--- config.mk ---
export PLATFORM = sky130hd
export DESIGN_NAME = ps2_host_tx
export DESIGN_NICKNAME = d
export VERILOG_FILES = /design/src/rtl/ps2_host_tx.sv
export SDC_FILE = /design/constraint.sdc
export NUM_CORES = 1
export LEC_CHECK = 0
export ABC_AREA = 1
export BUFFER_PORTS_ARGS = -buffer_cell sky130_fd_sc_hd__buf_4
export CAP_MARGIN = 20
export CORE_MARGIN = 4
export CORE_UTILIZATION = 64
export DETAILED_ROUTE_END_ITERATION = 8
export GPL_ROUTABILITY_DRIVEN = 0
export PLACE_DENSITY = 0.84
export SLEW_MARGIN = 15
export SYNTH_ARGS = -nofsm -noshare
export SYNTH_HDL_FRONTEND = slang
export SYNTH_SLANG_ARGS = --single-unit
--- constraint.sdc ---
create_clock -name clk -period 4.21 [get_ports clk]
set_input_delay 0 -clock clk [delete_from_list [all_inputs] [get_ports clk]]
set_output_delay 0 -clock clk [all_outputs]
set_load 0.05 [all_outputs]
--- src/rtl/ps2_host_tx.sv ---
//==============================================================================
// Module : ps2_host_tx
// Host-to-device PS/2 byte transmitter (open-drain via output enables) with
// ACK / NACK / timeout reporting. Macro PS2_TX_AUTO_RESEND_EN adds 2 retries.
// Rev    : 1.0
//==============================================================================
`default_nettype none

module ps2_host_tx #(
    parameter int INHIBIT_CYCLES = 5000,
    parameter int TIMEOUT_CYCLES = 750000,
    parameter int SYNC_STAGES    = 2
) (
    input  logic       clk,
    input  logic       rst,
    input  logic       tx_valid,
    input  logic [7:0] tx_data,
    output logic       tx_ready,
    input  logic       ps2_clk_in,
    input  logic       ps2_data_in,
    output logic       ps2_clk_oe,
    output logic       ps2_data_oe,
    output logic       tx_busy,
    output logic       done,
    output logic       err,
    output logic [1:0] err_code
);
    localparam int C_MAX = (INHIBIT_CYCLES > TIMEOUT_CYCLES) ? INHIBIT_CYCLES : TIMEOUT_CYCLES;
    localparam int CW    = $clog2(C_MAX + 1);
    localparam logic [CW-1:0] c_inh_start = CW'(INHIBIT_CYCLES - 2);
    localparam logic [CW-1:0] c_inh_last  = CW'(INHIBIT_CYCLES - 1);
    localparam logic [CW-1:0] c_to_last   = CW'(TIMEOUT_CYCLES - 1);
    localparam logic [1:0]    c_code_nack = 2'b01;
    localparam logic [1:0]    c_code_to   = 2'b10;

    typedef enum logic [2:0] {
        S_IDLE, S_INHIBIT, S_RTS, S_DATA, S_PARITY, S_STOP, S_ACK, S_WAIT_IDLE
    } state_t;

    state_t                 state_q, state_d;
    logic [SYNC_STAGES-1:0] clk_sync_q, data_sync_q;
    logic                   clk_prev_q;
    logic [7:0]             shreg_q, shreg_d;
    logic                   parity_q, parity_d;
    logic [3:0]             bit_cnt_q, bit_cnt_d;
    logic [CW-1:0]          cnt_q, cnt_d;
    logic                   clk_oe_q, clk_oe_d;
    logic                   data_oe_q, data_oe_d;
    logic                   nack_q, nack_d;
    logic                   done_q, done_d;
    logic                   err_q, err_d;
    logic [1:0]             err_code_q, err_code_d;
`ifdef PS2_TX_AUTO_RESEND_EN
    logic [7:0]             byte_q, byte_d;
    logic [1:0]             retry_q, retry_d;
`endif

    logic       w_clk_s, w_data_s, w_fall, w_timeout;
    logic       w_fail;
    logic [1:0] w_fail_code;

    assign w_clk_s   = clk_sync_q[SYNC_STAGES-1];
    assign w_data_s  = data_sync_q[SYNC_STAGES-1];
    assign w_fall    = clk_prev_q & ~w_clk_s;
    // Timeout only watches the phases where the device owns the clock.
    assign w_timeout = (state_q != S_IDLE) && (state_q != S_INHIBIT) && !w_fall && (cnt_q == c_to_last);

    always_ff @(posedge clk or posedge rst) begin
        if (rst) begin
            clk_sync_q  <= '1;
            data_sync_q <= '1;
            clk_prev_q  <= 1'b1;
            state_q     <= S_IDLE;
            shreg_q     <= '0;
            parity_q    <= 1'b0;
            bit_cnt_q   <= '0;
            cnt_q       <= '0;
            clk_oe_q    <= 1'b0;
            data_oe_q   <= 1'b0;
            nack_q      <= 1'b0;
            done_q      <= 1'b0;
            err_q       <= 1'b0;
            err_code_q  <= 2'b00;
        end else begin
            clk_sync_q  <= {clk_sync_q[SYNC_STAGES-2:0], ps2_clk_in};
            data_sync_q <= {data_sync_q[SYNC_STAGES-2:0], ps2_data_in};
            clk_prev_q  <= w_clk_s;
            state_q     <= state_d;
            shreg_q     <= shreg_d;
            parity_q    <= parity_d;
            bit_cnt_q   <= bit_cnt_d;
            cnt_q       <= cnt_d;
            clk_oe_q    <= clk_oe_d;
            data_oe_q   <= data_oe_d;
            nack_q      <= nack_d;
            done_q      <= done_d;
            err_q       <= err_d;
            err_code_q  <= err_code_d;
        end
    end

`ifdef PS2_TX_AUTO_RESEND_EN
    always_ff @(posedge clk or posedge rst) begin
        if (rst) begin
            byte_q  <= '0;
            retry_q <= '0;
        end else begin
            byte_q  <= byte_d;
            retry_q <= retry_d;
        end
    end
`endif

    always_comb begin
        state_d     = state_q;
        shreg_d     = shreg_q;
        parity_d    = parity_q;
        bit_cnt_d   = bit_cnt_q;
        cnt_d       = (state_q == S_IDLE) ? '0 : cnt_q + 1'b1;
        clk_oe_d    = clk_oe_q;
        data_oe_d   = data_oe_q;
        nack_d      = nack_q;
        done_d      = 1'b0;
        err_d       = 1'b0;
        err_code_d  = err_code_q;
        w_fail      = 1'b0;
        w_fail_code = c_code_nack;
`ifdef PS2_TX_AUTO_RESEND_EN
        byte_d      = byte_q;
        retry_d     = retry_q;
`endif
        // Our own inhibit pull produces a fall that must not disturb the inhibit count.
        if (w_fall && state_q != S_INHIBIT) cnt_d = '0;

        case (state_q)
            S_IDLE: begin
                if (tx_valid) begin
                    shreg_d   = tx_data;
                    parity_d  = ~^tx_data;
                    bit_cnt_d = '0;
                    clk_oe_d  = 1'b1;
                    data_oe_d = 1'b0;
                    state_d   = S_INHIBIT;
`ifdef PS2_TX_AUTO_RESEND_EN
                    byte_d    = tx_data;
                    retry_d   = '0;
`endif
                end
            end
            S_INHIBIT: begin
                if (cnt_q == c_inh_start) data_oe_d = 1'b1;
                if (cnt_q == c_inh_last) begin
                    clk_oe_d = 1'b0;
                    cnt_d    = '0;
                    state_d  = S_RTS;
                end
            end
            S_RTS: if (w_fall) state_d = S_DATA;
            S_DATA: begin
                if (w_fall) begin
                    data_oe_d = ~shreg_q[0];
                    shreg_d   = {1'b0, shreg_q[7:1]};
                    bit_cnt_d = bit_cnt_q + 1'b1;
                    if (bit_cnt_q == 4'd7) state_d = S_PARITY;
                end
            end
            S_PARITY: begin
                if (w_fall) begin
                    data_oe_d = ~parity_q;
                    state_d   = S_STOP;
                end
            end
            S_STOP: begin
                if (w_fall) begin
                    data_oe_d = 1'b0;
                    state_d   = S_ACK;
                end
            end
            S_ACK: begin
                if (w_fall) begin
                    nack_d  = w_data_s;
                    state_d = S_WAIT_IDLE;
                end
            end
            S_WAIT_IDLE: begin
                if (w_clk_s && w_data_s) begin
                    if (nack_q) begin
                        w_fail = 1'b1;
                    end else begin
                        done_d  = 1'b1;
                        state_d = S_IDLE;
                    end
                end
            end
            default: state_d = S_IDLE;
        endcase

        if (!w_fail && w_timeout && state_d == state_q) begin
            w_fail      = 1'b1;
            w_fail_code = c_code_to;
        end

        if (w_fail) begin
`ifdef PS2_TX_AUTO_RESEND_EN
            if (retry_q != 2'd2) begin
                retry_d   = retry_q + 1'b1;
                shreg_d   = byte_q;
                bit_cnt_d = '0;
                cnt_d     = '0;
                clk_oe_d  = 1'b1;
                data_oe_d = 1'b0;
                state_d   = S_INHIBIT;
            end else
`endif
            begin
                state_d    = S_IDLE;
                clk_oe_d   = 1'b0;
                data_oe_d  = 1'b0;
                err_d      = 1'b1;
                err_code_d = w_fail_code;
            end
        end
    end

    assign tx_ready    = (state_q == S_IDLE);
    assign tx_busy     = (state_q != S_IDLE);
    assign ps2_clk_oe  = clk_oe_q;
    assign ps2_data_oe = data_oe_q;
    assign done        = done_q;
    assign err         = err_q;
    assign err_code    = err_code_q;

endmodule

`default_nettype wire

---- Word level (Yosys, flattened, before mapping) ----
Cells that the tools add are included.
cells by class
  add/subtract/negate cells ............... 2
  equality and inequality tests ........... 21
  muxes and demuxes ....................... 42
  bitwise logic cells ..................... 4
  reductions and logical operators ........ 20
operator list
  kind                   number
  $mux 20                4
  $eq 20x13->1 const B   2
  $mux 3                 11
  $pmux 3 s8             1
  $add 20x1->20 const B  1
  $eq 20x20->1 const B   1
  $mux 1                 17
  $mux 8                 2
  $pmux 8 s2             1
  $ne 3x3->1 const B     5
  $eq 3x3->1 const B     4
  $mux 4                 2
  $pmux 4 s2             1
  $reduce_xnor 8->1      1
  $logic_and 1x1->1      7
  $eq 3x2->1 const B     2
  $reduce_and 3->1       2
  $reduce_and 6->1       1
  $reduce_bool 3->1      2
  $reduce_bool 6->1      1
  $pmux 1 s5             1
  $add 4x1->4 const B    1
  $eq 4x3->1 const B     1
  $ne 2x2->1 const B     2
  other kinds (12)       16
word-level totals
  bits in registers ....................... 48
  bits of input ports ..................... 13
  output and inout bits ................... 8

---- Logic depth before layout (Yosys ltp) ----
Gate-level depths: netlist of run 1.
  depth after elaboration ................. 10
  depth in mapped cells ................... 11
  mapped depth without buffers ............ 10

---- Worst setup path after synthesis of run 1 ----
OpenSTA, ideal clock, no wires.
  path type ............................... reg2reg
  from .................................... register state_q[2]
  to ...................................... register shreg_q[0]
  arrival time ............................ 1.500 ns
  data required time ...................... 4.081 ns
  slack ................................... 2.580 ns
  cell stages (with the launch flop) ...... 8
  path buffers ............................ 1
  period minus slack after synthesis ...... 1.630 ns
  path through ............................ dfrtp_1 -> nor2_4 -> nand2_4 -> inv_2 -> nand2_2 -> o21ai_4 -> buf_2 -> a31oi_1
on the way
  cells in the longest elaborated chain, start to end .. 3
RTL lines
  item                                                              RTL line  source
  from (decl)                                                       40        state_t state_q, state_d;
  from (signal assigned)                                            88        state_q <= state_d;
  $logic_not 3->1 *                                                 n/a
  named net tx_ready                                                18        output logic tx_ready,
  $ne 2x2->1 (no line) / $reduce_bool 2->1 (equally long branches)  n/a
  $reduce_and 3->1 (no line)                                        n/a
  to (signal assigned)                                              89        shreg_q <= shreg_d;
  to (decl)                                                         43        logic [7:0] shreg_q, shreg_d;
The timed path passes the listed nets; every way through them passes the cells marked *.
A chain may end at the register's enable or synchronous reset.

---- Worst setup path after layout of run 1 ----
  from .................................... register clk_prev_q
  to ...................................... register bit_cnt_q[0]
on the way
  cells in the longest elaborated chain, start to end .. 3
RTL lines
  item                        RTL line  source
  from (decl)                 42        logic clk_prev_q;
  from (signal assigned)      87        clk_prev_q <= w_clk_s;
  $and 1x1->1                 64        assign w_fall = clk_prev_q & ~w_clk_s;
  $ne 2x2->1 (no line)        n/a
  $reduce_and 3->1 (no line)  n/a
  to (signal assigned)        91        bit_cnt_q <= bit_cnt_d;
  to (decl)                   45        logic [3:0] bit_cnt_q, bit_cnt_d;
Every way passes these cells.

==> summary.json, run 1 <==
{
  "run_status": {"value": "finished with violations"},
  "violated_checks": {"value": "negative hold slack"},
  "cts_root_buf": {"value": "sky130_fd_sc_hd__clkbuf_8"},
  "ys_warn_count": {"value": 0},
  "groute.layer.met2.usage": {"value": 0.351},
  "htree_levels": {"value": 2},
  "max_incr_delay_on_cp": {"value": 520, "unit": "ps"},
  "floorplan.core_area": {"value": 4000, "unit": "µm²"},
  "core.rowCount": {"value": 23},
  "synthesized_instance_count": {"value": 330},
  "cp.arrival": {"value": 1990, "unit": "ps"},
  "crit_slowest_cell": {"value": "sky130_fd_sc_hd__dfstp_2"},
  "skew": {"value": 6.61, "unit": "ps"},
  "power_leakage": {"value": 1.37, "unit": "nW"},
  "synth-seq-cells": {"value": 48},
  "achievable-frequency": {"value": 558, "unit": "MHz"},
  "number_of_nets_in_the_layout": {"value": 378},
  "worst_hold_startpoint": {"value": "tx_data[5]"},
  "die_area": {"value": 5230, "unit": "µm²"},
  "cts_max_path_buffers": {"value": 2},
  "drt_drc": {"value": 0},
  "reg2reg_slack": {"value": 2420, "unit": "ps"},
  "synth_top_family_by_area": {"value": "simple AND/OR/NAND/NOR gates"},
  "synth_seq_area_share": {"value": 0.456},
  "worst-path-max-fanout": {"value": 23},
  "area_occupied_by_multi_input_gates": {"value": 1260, "unit": "µm²"},
  "power.ir.vdd_worst": {"value": 0.000243, "unit": "V"},
  "grt_max_degree": {"value": 49},
  "worstReg2RegStart": {"value": "clk_prev_q$_DFF_PP1_"},
  "postCtsHoldBufs": {"value": 10},
  "clkSinkCount": {"value": 48},
  "cts_repair_resized_insts": {"value": 0},
  "totalPowerFinal": {"value": 0.00123, "unit": "W"},
  "final_cell_mix": {"value": "sky130_fd_sc_hd__nand2_1, sky130_fd_sc_hd__nor2_1, sky130_fd_sc_hd__dfrtp_1, sky130_fd_sc_hd__inv_1, sky130_fd_sc_hd__nand3_1"},
  "required": {"value": 4410, "unit": "ps"},
  "post_synthesis_net_count": {"value": 346},
  "detailedRoute.firstIterationViolations": {"value": 161},
  "power.density": {"value": 408, "unit": "nW/µm²"},
  "synthDistinctLibCells": {"value": 31},
  "synthXorXnorAreaFrac": {"value": 0.0562},
  "finish.instance_area": {"value": 3020, "unit": "µm²"},
  "timing.hold.worst.class": {"value": "in2reg"},
  "layout_commonest_cell": {"value": "sky130_fd_sc_hd__nand2_1"},
  "regArea": {"value": 1210, "unit": "µm²"},
  "crit_chain": {"value": "inv_1, nor2_1, inv_1, o21ai_4, o21ai_0, o21a_1"},
  "die-height": {"value": 72.3, "unit": "µm"},
  "insertion_delay": {"value": 310, "unit": "ps"},
  "drt_first_pass_iters": {"value": 4},
  "postPlaceCellArea": {"value": 2820, "unit": "µm²"},
  "fraction_of_met1_tracks_used_by_global_routing": {"value": 0.350},
  "synthAdderAreaFrac": {"value": 0.0142},
  "routedWlPerCell": {"value": 13.9, "unit": "µm"},
  "antenna_left": {"value": 0},
  "maxSlewHeadroom": {"value": 0.674},
  "grt_util_all_layers": {"value": 0.242},
  "synth_area": {"value": 2650, "unit": "µm²"},
  "grt-ovfl-total": {"value": 0},
  "synthMuxAreaShare": {"value": 0},
  "final_layout_size_suffix_gt1_frac": {"value": 0.165},
  "layout_worst_path_cycle_share": {"value": 0.425},
  "drv.max_cap_violation_count": {"value": 0},
  "hpwl": {"value": 4070, "unit": "µm"},
  "synth_compound_area_frac": {"value": 0.0888},
  "initial_utilization": {"value": 0.662},
  "route.vias.total": {"value": 2277},
  "tritoncts.num_buffers": {"value": 5},
  "critical_path_start_end_classification": {"value": "reg2reg"},
  "antennaDiodeCount": {"value": 0},
  "layout_min_cycle_time": {"value": 1790, "unit": "ps"},
  "io_buffers": {"value": 20},
  "synth_simple_gate_area_share": {"value": 0.315},
  "whs_endpoint": {"value": "shreg_q[5]$_DFFE_PP0P_"},
  "cts_setup_buffers": {"value": 0},
  "syn-mean-instance-area": {"value": 8.02, "unit": "µm²"},
  "grt_pass1_vias": {"value": 2149},
  "tightest_slew": {"value": 487, "unit": "ps"},
  "routed_wirelength": {"value": 5730, "unit": "µm"},
  "cpMostUsedCell": {"value": "sky130_fd_sc_hd__inv_1"},
  "post_synthesis_to_final_layout_area_growth": {"value": 14.1, "unit": "%"},
  "finalHoldWorstSlack": {"value": -0.746, "unit": "ps"},
  "filler_cell_count": {"value": 278},
  "met3_usage": {"value": 0.0443},
  "floorplan.io_pins": {"value": 21},
  "gr-max-usage-layer": {"value": "met2"},
  "cts_tree": {"value": "done"},
  "finalSetupTns": {"value": 0, "unit": "ps"},
  "clk_pin_slew": {"value": 90, "unit": "ps"},
  "worst_hold_path.num_cells": {"value": 3},
  "routed_via_density": {"value": 5.51},
  "setup_viol": {"value": 0},
  "grt_antenna_before_repair": {"value": 0},
  "reg2regPathDepth": {"value": 6},
  "die_width": {"value": 72.3, "unit": "µm"},
  "worstSetupEndpointType": {"value": "register"},
  "report.final.slew_viol_count": {"value": 0},
  "crit-reg2reg-capture": {"value": "bit_cnt_q[0]$_DFFE_PP0P_"},
  "rsz0062_at_grt": {"value": "no"},
  "grt_first_pass_wirelength": {"value": 9840, "unit": "µm"},
  "crit_path_start_kind": {"value": "register"},
  "hold_violations": {"value": 1}
}
per-stage QoR:
step	worst slack (ps)	hold WS, ps	utilization	cells
after floorplan	2580	4.48	-	330
after global placement	2520	109	0.704	394
after detailed placement	2450	110	0.704	394
after CTS	2410	4.87	0.750	412
after global routing	2170	18.7	0.755	413
final	2420	-0.746	0.755	413
cells by family after synthesis:
group	after synthesis
fa+ha+maj	3
xor+xnor	17
simple gates	181
buf+inv	43
compound gates	38
flops	48
Yosys cell counts (all sizes together):
master | number | area share
nor2 | 62 | 0.10
nor4 | 2 | 0.0047
o211ai | 5 | 0.014
nand4 | 10 | 0.024
o21a | 1 | 0.0028
a31oi | 4 | 0.0095
dfrtp | 43 | 0.41
buf | 6 | 0.017
o21ai | 18 | 0.038
o22ai | 2 | 0.0047
a21oi | 8 | 0.019
inv | 37 | 0.052
xnor2 | 9 | 0.030
xor2 | 8 | 0.026
nor3 | 8 | 0.019
nand3 | 24 | 0.047
nand2 | 75 | 0.12
dfstp | 5 | 0.050
ha | 3 | 0.014
final cells by class:
type | instances | area share
multi-input combinational | 239 | 0.416
sequential | 48 | 0.400
clock buffer | 6 | 0.0240
timing repair buffer | 31 | 0.0895
inverter | 37 | 0.0460
tap | 50 | 0.0207
clock inverter | 2 | 0.00414
worst max path at each step:
stage	end	slack, ps	depth (start not counted)	start
after global placement	bit_cnt_q[0]$_DFFE_PP0P_	2520	6	clk_prev_q$_DFF_PP1_
after detailed placement	bit_cnt_q[0]$_DFFE_PP0P_	2450	6	clk_prev_q$_DFF_PP1_
after floorplan	shreg_q[0]$_DFFE_PP0P_	2580	7	state_q[2]$_DFF_PP0_
after global routing	bit_cnt_q[0]$_DFFE_PP0P_	2170	6	clk_prev_q$_DFF_PP1_
after CTS	bit_cnt_q[0]$_DFFE_PP0P_	2410	6	clk_prev_q$_DFF_PP1_
final	bit_cnt_q[0]$_DFFE_PP0P_	2420	6	clk_prev_q$_DFF_PP1_
where the power goes:
part / internal (W) / switching [W]
clock network: 0.000116 / 0.000158
registers: 0.000536 / 0.0000601
logic: 0.000123 / 0.000238
per-layer routing:
metal,share of wire,vias up
li1,-,1136
met1,0.46,1059
met2,0.46,69
met3,0.056,13
met4,0.022,0
met5,0,-
flip-flops by register name, indices dropped and copies added, names as in the netlist:
register     flops
bit_cnt_q        4
clk_prev_q       1
clk_sync_q       2
cnt_q           20
data_sync_q      2
done             1
err              1
err_code         2
nack_q           1
parity_q         1
ps2_clk_oe       1
ps2_data_oe      1
shreg_q          8
state_q          3
critical path: cells and delay by family (launching register included):
| kind | cells | cell delay (ps) |
|---|---|---|
| AO/OA/AOI/OAI | 3 | 750 |
| buffers and inverters | 2 | 190 |
| flip-flops | 1 | 520 |
| AND/OR/NAND/NOR | 1 | 220 |
Note: power is estimated with default switching activity, not from simulation.
==> run 2: changes to the inputs <==
ABC_AREA = 0   (was 1)
CORE_UTILIZATION = 59   (was 64)
PLACE_DENSITY = 0.79   (was 0.84)
clock period = 1.7 ns   (was 4.21 ns; I/O delays follow)
==> run 2 against run 1 <==
Net effect: the run now ends clean; combinational power up 77%; routed wire length is 6.9% higher; global-route usage decreased by 0.41 points; die area is 4.1% higher; hold slack gained 37 ps; via count shrank 3.2%; first-iteration DRC count is 14% higher; sequential cell count did not move; clock skew is 4.1 ps higher; critical path type unchanged; critical endpoint is now cnt_q[17]$_DFF_PP0_; largest cell class unchanged; largest power group unchanged.
==> summary.json, run 2 <==
{
  "regArea": {"value": 1210, "unit": "µm²", "change": "+0.41%"},
  "p_switching": {"value": 0.000818, "unit": "W", "change": "+79%"},
  "synthDistinctLibCells": {"value": 47, "change": "+52%"},
  "final_core_occ": {"value": 0.799, "change": "+0.0434"},
  "crit_path_start": {"value": "cnt_q[9]$_DFF_PP0_"},
  "layout_commonest_cell": {"value": "sky130_fd_sc_hd__buf_4"},
  "cts_tree": {"value": "done"},
  "power.ir.vdd_worst": {"value": 0.000632, "unit": "V", "change": "+160%"},
  "clk_pin_slew": {"value": 90, "unit": "ps", "change": "about the same"},
  "required": {"value": 1910, "unit": "ps", "change": "-2500 ps"},
  "io_buffers": {"value": 20, "change": "unchanged"},
  "synth_area": {"value": 2550, "unit": "µm²", "change": "-3.6%"},
  "ys_warn_count": {"value": 0, "change": "unchanged"},
  "ys_async_sr_fraction": {"value": 1.00, "change": "unchanged"},
  "worstReg2RegStart": {"value": "cnt_q[9]$_DFF_PP0_"},
  "antennaDiodeCount": {"value": 0, "change": "unchanged"},
  "grt-ovfl-total": {"value": 0, "change": "unchanged"},
  "final_cell_count_no_fill": {"value": 365, "change": "-12%"},
  "power.density": {"value": 830, "unit": "nW/µm²", "change": "+100%"},
  "final_layout_size_suffix_gt1_frac": {"value": 0.333, "change": "+0.168"},
  "share_seq_of_total_power": {"value": 0.525, "change": "+0.041"},
  "switching_share": {"value": 0.302, "change": "-0.0681"},
  "grt_first_pass_wirelength": {"value": 9920, "unit": "µm", "change": "+0.77%"},
  "die_area": {"value": 5440, "unit": "µm²", "change": "+4.1%"},
  "core.rowCount": {"value": 23, "change": "unchanged"},
  "rsz0062_at_grt": {"value": "yes"},
  "htree_levels": {"value": 2, "change": "unchanged"},
  "post_synthesis_to_final_layout_area_growth": {"value": 27.8, "unit": "%"},
  "tightest_slew": {"value": 477, "unit": "ps", "change": "-9.92 ps"},
  "drt_drc": {"value": 0, "change": "unchanged"},
  "post-synth-top-area-cell": {"value": "sky130_fd_sc_hd__dfrtp_1"},
  "cp.arrival": {"value": 1900, "unit": "ps", "change": "-90 ps"},
  "skew": {"value": 10.7, "unit": "ps", "change": "+4.12 ps"},
  "largest_register_ff_count": {"value": 20, "change": "unchanged"},
  "die-height": {"value": 73.8, "unit": "µm", "change": "+2.0%"},
  "routedWlPerCell": {"value": 16.8, "unit": "µm", "change": "+21%"},
  "worst-path-max-fanout": {"value": 4, "change": "-83%"},
  "power_leakage": {"value": 1.48, "unit": "nW", "change": "+7.7%"},
  "registers_with_the_most_flip_flops": {"value": "cnt_q (20), shreg_q (8), bit_cnt_q (4)"},
  "die_width": {"value": 73.8, "unit": "µm", "change": "+2.0%"},
  "grt_util_all_layers": {"value": 0.238, "change": "-0.00408"},
  "worst_hold_startpoint": {"value": "tx_data[4]"},
  "post_synthesis_net_count": {"value": 270, "change": "-22%"},
  "reg2regPathDepth": {"value": 4, "change": "-2"},
  "worstSetupEndpointType": {"value": "register"},
  "syn-mean-instance-area": {"value": 10.0, "unit": "µm²", "change": "+25%"},
  "layout_worst_path_cycle_share": {"value": 0.992, "change": "+0.567"},
  "critical_path_start_end_classification": {"value": "reg2reg"},
  "floorplan.io_pins": {"value": 21, "change": "unchanged"},
  "synth_seq_area_share": {"value": 0.473, "change": "+0.0170"},
  "max_incr_delay_on_cp": {"value": 560, "unit": "ps", "change": "+40 ps"},
  "drv.max_cap_violation_count": {"value": 0, "change": "unchanged"},
  "synth.top_cells.by_area": {"value": "sky130_fd_sc_hd__dfrtp_1, sky130_fd_sc_hd__dfstp_2, sky130_fd_sc_hd__xnor2_1, sky130_fd_sc_hd__a21oi_1, sky130_fd_sc_hd__mux2i_1"},
  "area_occupied_by_multi_input_gates": {"value": 1330, "unit": "µm²", "change": "+5.9%"},
  "cts_root_buf": {"value": "sky130_fd_sc_hd__clkbuf_8"},
  "power.combinational.fraction": {"value": 0.236, "change": "-0.057"},
  "initial_utilization": {"value": 0.625, "change": "-0.0373"},
  "hold_violations": {"value": 0, "change": "-1"},
  "drt_first_pass_iters": {"value": 5, "change": "+1"},
  "hpwl": {"value": 4140, "unit": "µm", "change": "+1.9%"},
  "yosys.cell_count.top_type": {"value": "sky130_fd_sc_hd__dfrtp_1"},
  "yosys-top-cells-count": {"value": "sky130_fd_sc_hd__dfrtp_1, sky130_fd_sc_hd__a21oi_1, sky130_fd_sc_hd__nand2_1, sky130_fd_sc_hd__o21ai_0, sky130_fd_sc_hd__xnor2_1"},
  "totalPowerFinal": {"value": 0.00271, "unit": "W", "change": "+120%"},
  "synth_edf_count": {"value": 0, "change": "unchanged"},
  "layout_min_cycle_time": {"value": 1690, "unit": "ps", "change": "-104 ps"},
  "cts_max_path_buffers": {"value": 2, "change": "unchanged"},
  "detailedRoute.firstIterationViolations": {"value": 184, "change": "+14%"},
  "power.clock.fraction": {"value": 0.239, "change": "+0.017"},
  "grt_max_degree": {"value": 29, "change": "-41%"},
  "filler_cell_count": {"value": 264, "change": "-5.0%"},
  "grt_pass1_vias": {"value": 2079, "change": "-3.3%"},
  "run_status": {"value": "completed"},
  "synth_ff_type": {"value": "sky130_fd_sc_hd__dfrtp_1"},
  "worst_hold_path.num_cells": {"value": 3, "change": "unchanged"},
  "clkSinkCount": {"value": 48, "change": "unchanged"},
  "antenna_left": {"value": 0, "change": "unchanged"},
  "report.final.slew_viol_count": {"value": 0, "change": "unchanged"},
  "internal-power": {"value": 0.00189, "unit": "W", "change": "+140%"},
  "floorplan.core_area": {"value": 4090, "unit": "µm²", "change": "+2.2%"},
  "placed_cells_incl_taps": {"value": 347, "change": "-12%"},
  "maxSlewHeadroom": {"value": 0.681, "change": "+0.00738"},
  "grt_antenna_before_repair": {"value": 0, "change": "unchanged"},
  "final_cell_mix": {"value": "sky130_fd_sc_hd__buf_4, sky130_fd_sc_hd__dfrtp_1, sky130_fd_sc_hd__a21oi_1, sky130_fd_sc_hd__nand2_1"},
  "timing.hold.worst.class": {"value": "in2reg"},
  "routed_wirelength": {"value": 6130, "unit": "µm", "change": "+6.9%"},
  "routed_via_density": {"value": 6.04, "change": "+9.5%"},
  "insertion_delay": {"value": 300, "unit": "ps", "change": "about the same"},
  "crit_chain": {"value": "nand4_1, or4_4, or3_4, a22oi_1"},
  "crit_slowest_cell": {"value": "sky130_fd_sc_hd__or4_4"},
  "crit_path_start_kind": {"value": "register"},
  "tritoncts.num_buffers": {"value": 5, "change": "unchanged"},
  "achievable-frequency": {"value": 593, "unit": "MHz", "change": "+6.2%"},
  "synth-seq-cells": {"value": 48, "change": "unchanged"},
  "route.vias.total": {"value": 2204, "change": "-3.2%"},
  "number_of_nets_in_the_layout": {"value": 331, "change": "-12%"},
  "synth_largest_type_area_fraction": {"value": 0.422, "change": "+0.0151"},
  "setup_viol": {"value": 0, "change": "unchanged"},
  "synthesized_instance_count": {"value": 254, "change": "-23%"},
  "regMostFlops": {"value": "cnt_q"}
}
run 2: changes by cell type after synthesis, sizes merged, moves of 5 or more:
cell and delta:
nand2 -57, inv -29, nand3 -13, xnor2 +5
mux2i +9, a21oi +10, clkbuf +8, o211ai -5
nor4b +7, nor2 -55
run 2: cell families after synthesis:
kind of cell / after synthesis / share of synthesized area
multiplexers: 10 / 0.0397
XOR/XNOR: 22 / 0.0755
AO/OA/AOI/OAI: 53 / 0.127
AND/OR/NAND/NOR: 95 / 0.230
adder cells (fa/ha/maj): 3 / 0.0147
flip-flops: 48 / 0.473
buffers and inverters: 23 / 0.0392
run 2: what timing repair did:
| item | 4_1_cts | 5_1_grt |
|---|---|---|
| buffers inserted | 0 | 6 |
| pin swaps | 0 | 5 |
| resized for setup | 3 | 18 |
| hold endpoints to repair | 20 | 0 |
| setup endpoints to repair | 17 | 36 |
| hold buffers | 5 | 0 |
run 2: critical path, delay by kind of cell, from the launching register on:
kind            cells  cell delay (ps)
simple gates        3             1040
flops               1              410
compound gates      1              150
run 2: per-layer routing:
metal,track usage,part of all wire,up-vias
met5,0,0,-
met4,0.0865,0.021,0
met3,0.0424,0.044,11
met2,0.375,0.48,63
met1,0.327,0.46,1091
li1,-,-,1039
run 2: layout make-up:
type,count,area share
Timing Repair Buffer,69,0.168
Clock inverter,1,0.00153
Tap cell,50,0.0192
Inverter,8,0.0104
Multi-Input combinational cell,183,0.408
Clock buffer,6,0.0222
Sequential cell,48,0.372
run 2: worst paths after layout:
path	end	slack (ps)
setup / recovery	cnt_q[17]$_DFF_PP0_	10
hold / removal	shreg_q[4]$_DFFE_PP0P_	40
setup reg to reg	cnt_q[17]$_DFF_PP0_	10
hold reg to reg	data_sync_q[1]$_DFF_PP1_	360
max in group asynchronous	clk_sync_q[0]$_DFF_PP1_	840
min in group asynchronous	shreg_q[7]$_DFFE_PP0P_	270
run 2: power groups by stage:
stage                     clock network, W  logic (W)  registers, W
after detailed placement                 0   0.000556       0.00142
final                             0.000646   0.000639       0.00142
after global placement                   0   0.000529       0.00141
after global routing              0.000702   0.000703       0.00144
after CTS                         0.000662   0.000570       0.00140
after floorplan                          0   0.000333       0.00140
run 2: through the flow:
stage	hold WS (ps)	setup TNS (ps)	instance area (µm²)	setup slack (ps)
2_1_floorplan	4.48	0	2560	0.0240
3_3_place_gp	39.7	-13.2	3000	-13.2
3_5_place_dp	58.7	-349	3000	-31.8
4_1_cts	23.0	0	3140	2.95
5_1_grt	37.1	-44.9	3260	-15.5
6_report	35.9	0	3260	12.9
==> run 3: changes to the inputs <==
SETUP_SLACK_MARGIN = 0.1   (was unset)
==> run 3 against run 2 <==
Net effect: cell area is 6.4% higher; clock skew decreased by 5.2 ps; global-route usage grew 0.093 points; largest power group unchanged; highest routed layer unchanged.
==> summary.json, run 3 (synthesized netlist as in run 2, its figures left out) <==
{
  "critical_path_start_end_classification": {"value": "reg2reg"},
  "tightest_slew": {"value": 483, "unit": "ps", "change": "+6.02 ps"},
  "run_status": {"value": "completed"},
  "die-height": {"value": 73.8, "unit": "µm", "change": "unchanged"},
  "final_cell_mix": {"value": "sky130_fd_sc_hd__buf_4, sky130_fd_sc_hd__dfrtp_1, sky130_fd_sc_hd__nand2_1, sky130_fd_sc_hd__a21oi_1, sky130_fd_sc_hd__xnor2_1"},
  "drt_drc": {"value": 0, "change": "unchanged"},
  "cts_root_buf": {"value": "sky130_fd_sc_hd__clkbuf_8"},
  "die_area": {"value": 5440, "unit": "µm²", "change": "unchanged"},
  "post-route-worst-setup-slack": {"value": 23.1, "unit": "ps", "change": "+10.1 ps"},
  "floorplan.core_area": {"value": 4090, "unit": "µm²", "change": "unchanged"},
  "final_layout_size_suffix_gt1_frac": {"value": 0.406, "change": "+0.0722"},
  "grt_util_all_layers": {"value": 0.239, "change": "+0.000930"},
  "drv.max_cap_violation_count": {"value": 0, "change": "unchanged"},
  "hold_violations": {"value": 0, "change": "unchanged"},
  "insertion_delay": {"value": 300, "unit": "ps", "change": "about the same"},
  "number_of_nets_in_the_layout": {"value": 338, "change": "+2.1%"},
  "route.vias.total": {"value": 2298, "change": "+4.3%"},
  "area_occupied_by_multi_input_gates": {"value": 1420, "unit": "µm²", "change": "+7.1%"},
  "grt_max_degree": {"value": 28, "change": "-3.4%"},
  "routedWlPerCell": {"value": 17.9, "unit": "µm", "change": "+6.8%"},
  "drt_first_pass_iters": {"value": 4, "change": "-1"},
  "antennaDiodeCount": {"value": 0, "change": "unchanged"},
  "layout_min_cycle_time": {"value": 1680, "unit": "ps", "change": "-10.1 ps"},
  "initial_utilization": {"value": 0.625, "change": "unchanged"},
  "skew": {"value": 5.56, "unit": "ps", "change": "-5.17 ps"},
  "tritoncts.num_buffers": {"value": 5, "change": "unchanged"},
  "required": {"value": 1930, "unit": "ps", "change": "+20 ps"},
  "largest_register_ff_count": {"value": 20, "change": "unchanged"},
  "grt_pass1_vias": {"value": 2060, "change": "-0.91%"},
  "htree_levels": {"value": 2, "change": "unchanged"},
  "maxSlewHeadroom": {"value": 0.677, "change": "-0.00402"},
  "clkSinkCount": {"value": 48, "change": "unchanged"},
  "worstSetupEndpointType": {"value": "register"},
  "placed_cells_incl_taps": {"value": 345, "change": "-0.58%"},
  "crit_path_start_kind": {"value": "register"},
  "report.final.slew_viol_count": {"value": 0, "change": "unchanged"},
  "routed_via_density": {"value": 6.16, "change": "+2.0%"},
  "die_width": {"value": 73.8, "unit": "µm", "change": "unchanged"},
  "hpwl": {"value": 4070, "unit": "µm", "change": "-1.7%"},
  "grt_first_pass_wirelength": {"value": 9920, "unit": "µm", "change": "about the same"},
  "core.rowCount": {"value": 23, "change": "unchanged"},
  "rsz0062_at_grt": {"value": "yes"},
  "clk_pin_slew": {"value": 90, "unit": "ps", "change": "about the same"},
  "filler_cell_count": {"value": 216, "change": "-18%"},
  "final_cell_count_no_fill": {"value": 373, "change": "+2.2%"},
  "io_buffers": {"value": 20, "change": "unchanged"},
  "finalHoldWorstSlack": {"value": 2.30, "unit": "ps", "change": "-33.6 ps"},
  "power.density": {"value": 847, "unit": "nW/µm²", "change": "+2.1%"},
  "achievable-frequency": {"value": 596, "unit": "MHz", "change": "+0.60%"},
  "setup_viol": {"value": 0, "change": "unchanged"},
  "power_leakage": {"value": 1.54, "unit": "nW", "change": "+4.2%"},
  "power.ir.vdd_worst": {"value": 0.000841, "unit": "V", "change": "+33%"},
  "routed_wirelength": {"value": 6690, "unit": "µm", "change": "+9.1%"},
  "timing.hold.worst.class": {"value": "in2reg"},
  "grt_antenna_before_repair": {"value": 0, "change": "unchanged"},
  "cts_max_path_buffers": {"value": 2, "change": "unchanged"},
  "antenna_left": {"value": 0, "change": "unchanged"},
  "floorplan.io_pins": {"value": 21, "change": "unchanged"},
  "totalPowerFinal": {"value": 0.00294, "unit": "W", "change": "+8.6%"},
  "dp_slack": {"value": -40.1, "unit": "ps", "change": "-8.23 ps"},
  "final_core_occ": {"value": 0.849, "change": "+0.0508"},
  "registers_with_the_most_flip_flops": {"value": "cnt_q (20), shreg_q (8), bit_cnt_q (4)"},
  "regMostFlops": {"value": "cnt_q"},
  "layout_commonest_cell": {"value": "sky130_fd_sc_hd__buf_4"},
  "cp.arrival": {"value": 1900, "unit": "ps", "change": "about the same"},
  "worst-path-max-fanout": {"value": 4, "change": "unchanged"},
  "detailedRoute.firstIterationViolations": {"value": 261, "change": "+42%"},
  "layout_worst_path_cycle_share": {"value": 0.986, "change": "-0.00597"},
  "regArea": {"value": 1220, "unit": "µm²", "change": "+0.62%"},
  "post_synthesis_to_final_layout_area_growth": {"value": 36.0, "unit": "%"},
  "cts_tree": {"value": "done"},
  "grt-ovfl-total": {"value": 0, "change": "unchanged"}
}
## run 3: cell count changes in the layout (fill, tap and decap cells not counted), sizes merged
cell	delta
clkinvlp	+1
buf	+7
bufinv	+1
clkbuf	-1
## run 3: metal layers
metal	up-vias	share of wire	global-route usage
li1	1066	-	-
met1	1102	0.42	0.339
met2	108	0.48	0.368
met5	-	0	0
met3	22	0.074	0.0465
met4	0	0.029	0.0724
## run 3: final cells by class
cell class                 count  share of cell area
multi-input combinational    183               0.410
tap                           50              0.0180
sequential                    48               0.351
clock buffer                   5              0.0198
inverter                       8             0.00973
timing repair buffer          76               0.178
clock inverter                 3              0.0123
## run 3: what timing repair did
| action | in CTS | in global routing |
|---|---|---|
| hold endpoints to repair | 19 | 1 |
| setup endpoints to repair | 29 | 39 |
| pin swaps | 4 | 19 |
| setup buffers | 5 | 10 |
| gates resized for setup | 17 | 26 |
| hold buffers | 4 | 1 |
| gates cloned | 0 | 0 |
## run 3: where the power goes
part | switching (W) | internal, W | total, W
Combinational | 0.000302 | 0.000347 | 0.000649
Clock | 0.000389 | 0.000435 | 0.000824
Sequential | 0.000180 | 0.00129 | 0.00147
Total | 0.000871 | 0.00207 | 0.00294
## run 3: path summary, 6_finish.rpt
path,slack (ps),startpoint,endpoint,cells past startpoint
setup reg to reg,20,cnt_q[14]$_DFF_PP0_,cnt_q[17]$_DFF_PP0_,4
min in group asynchronous,270,rst,shreg_q[2]$_DFFE_PP0P_,3
max in group asynchronous,910,rst,state_q[0]$_DFF_PP0_,4
hold / removal,2,tx_data[6],shreg_q[6]$_DFFE_PP0P_,3
setup / recovery,20,cnt_q[14]$_DFF_PP0_,cnt_q[17]$_DFF_PP0_,4
hold reg to reg,360,data_sync_q[0]$_DFF_PP1_,data_sync_q[1]$_DFF_PP1_,0
## run 3: worst max-delay path: stages (launching register included)
cell                      delay [ps]
sky130_fd_sc_hd__dfrtp_1         430
sky130_fd_sc_hd__nand4_1         150
sky130_fd_sc_hd__or4_4           580
sky130_fd_sc_hd__or3_4           340
sky130_fd_sc_hd__a22oi_2         110
## run 3: metrics by stage
stage,instance area [µm²],TNS (ps)
final,3470,0
after global routing,3470,-721
after CTS,3280,0
after detailed placement,3020,-176
after global placement,3020,-324
after floorplan,2610,0
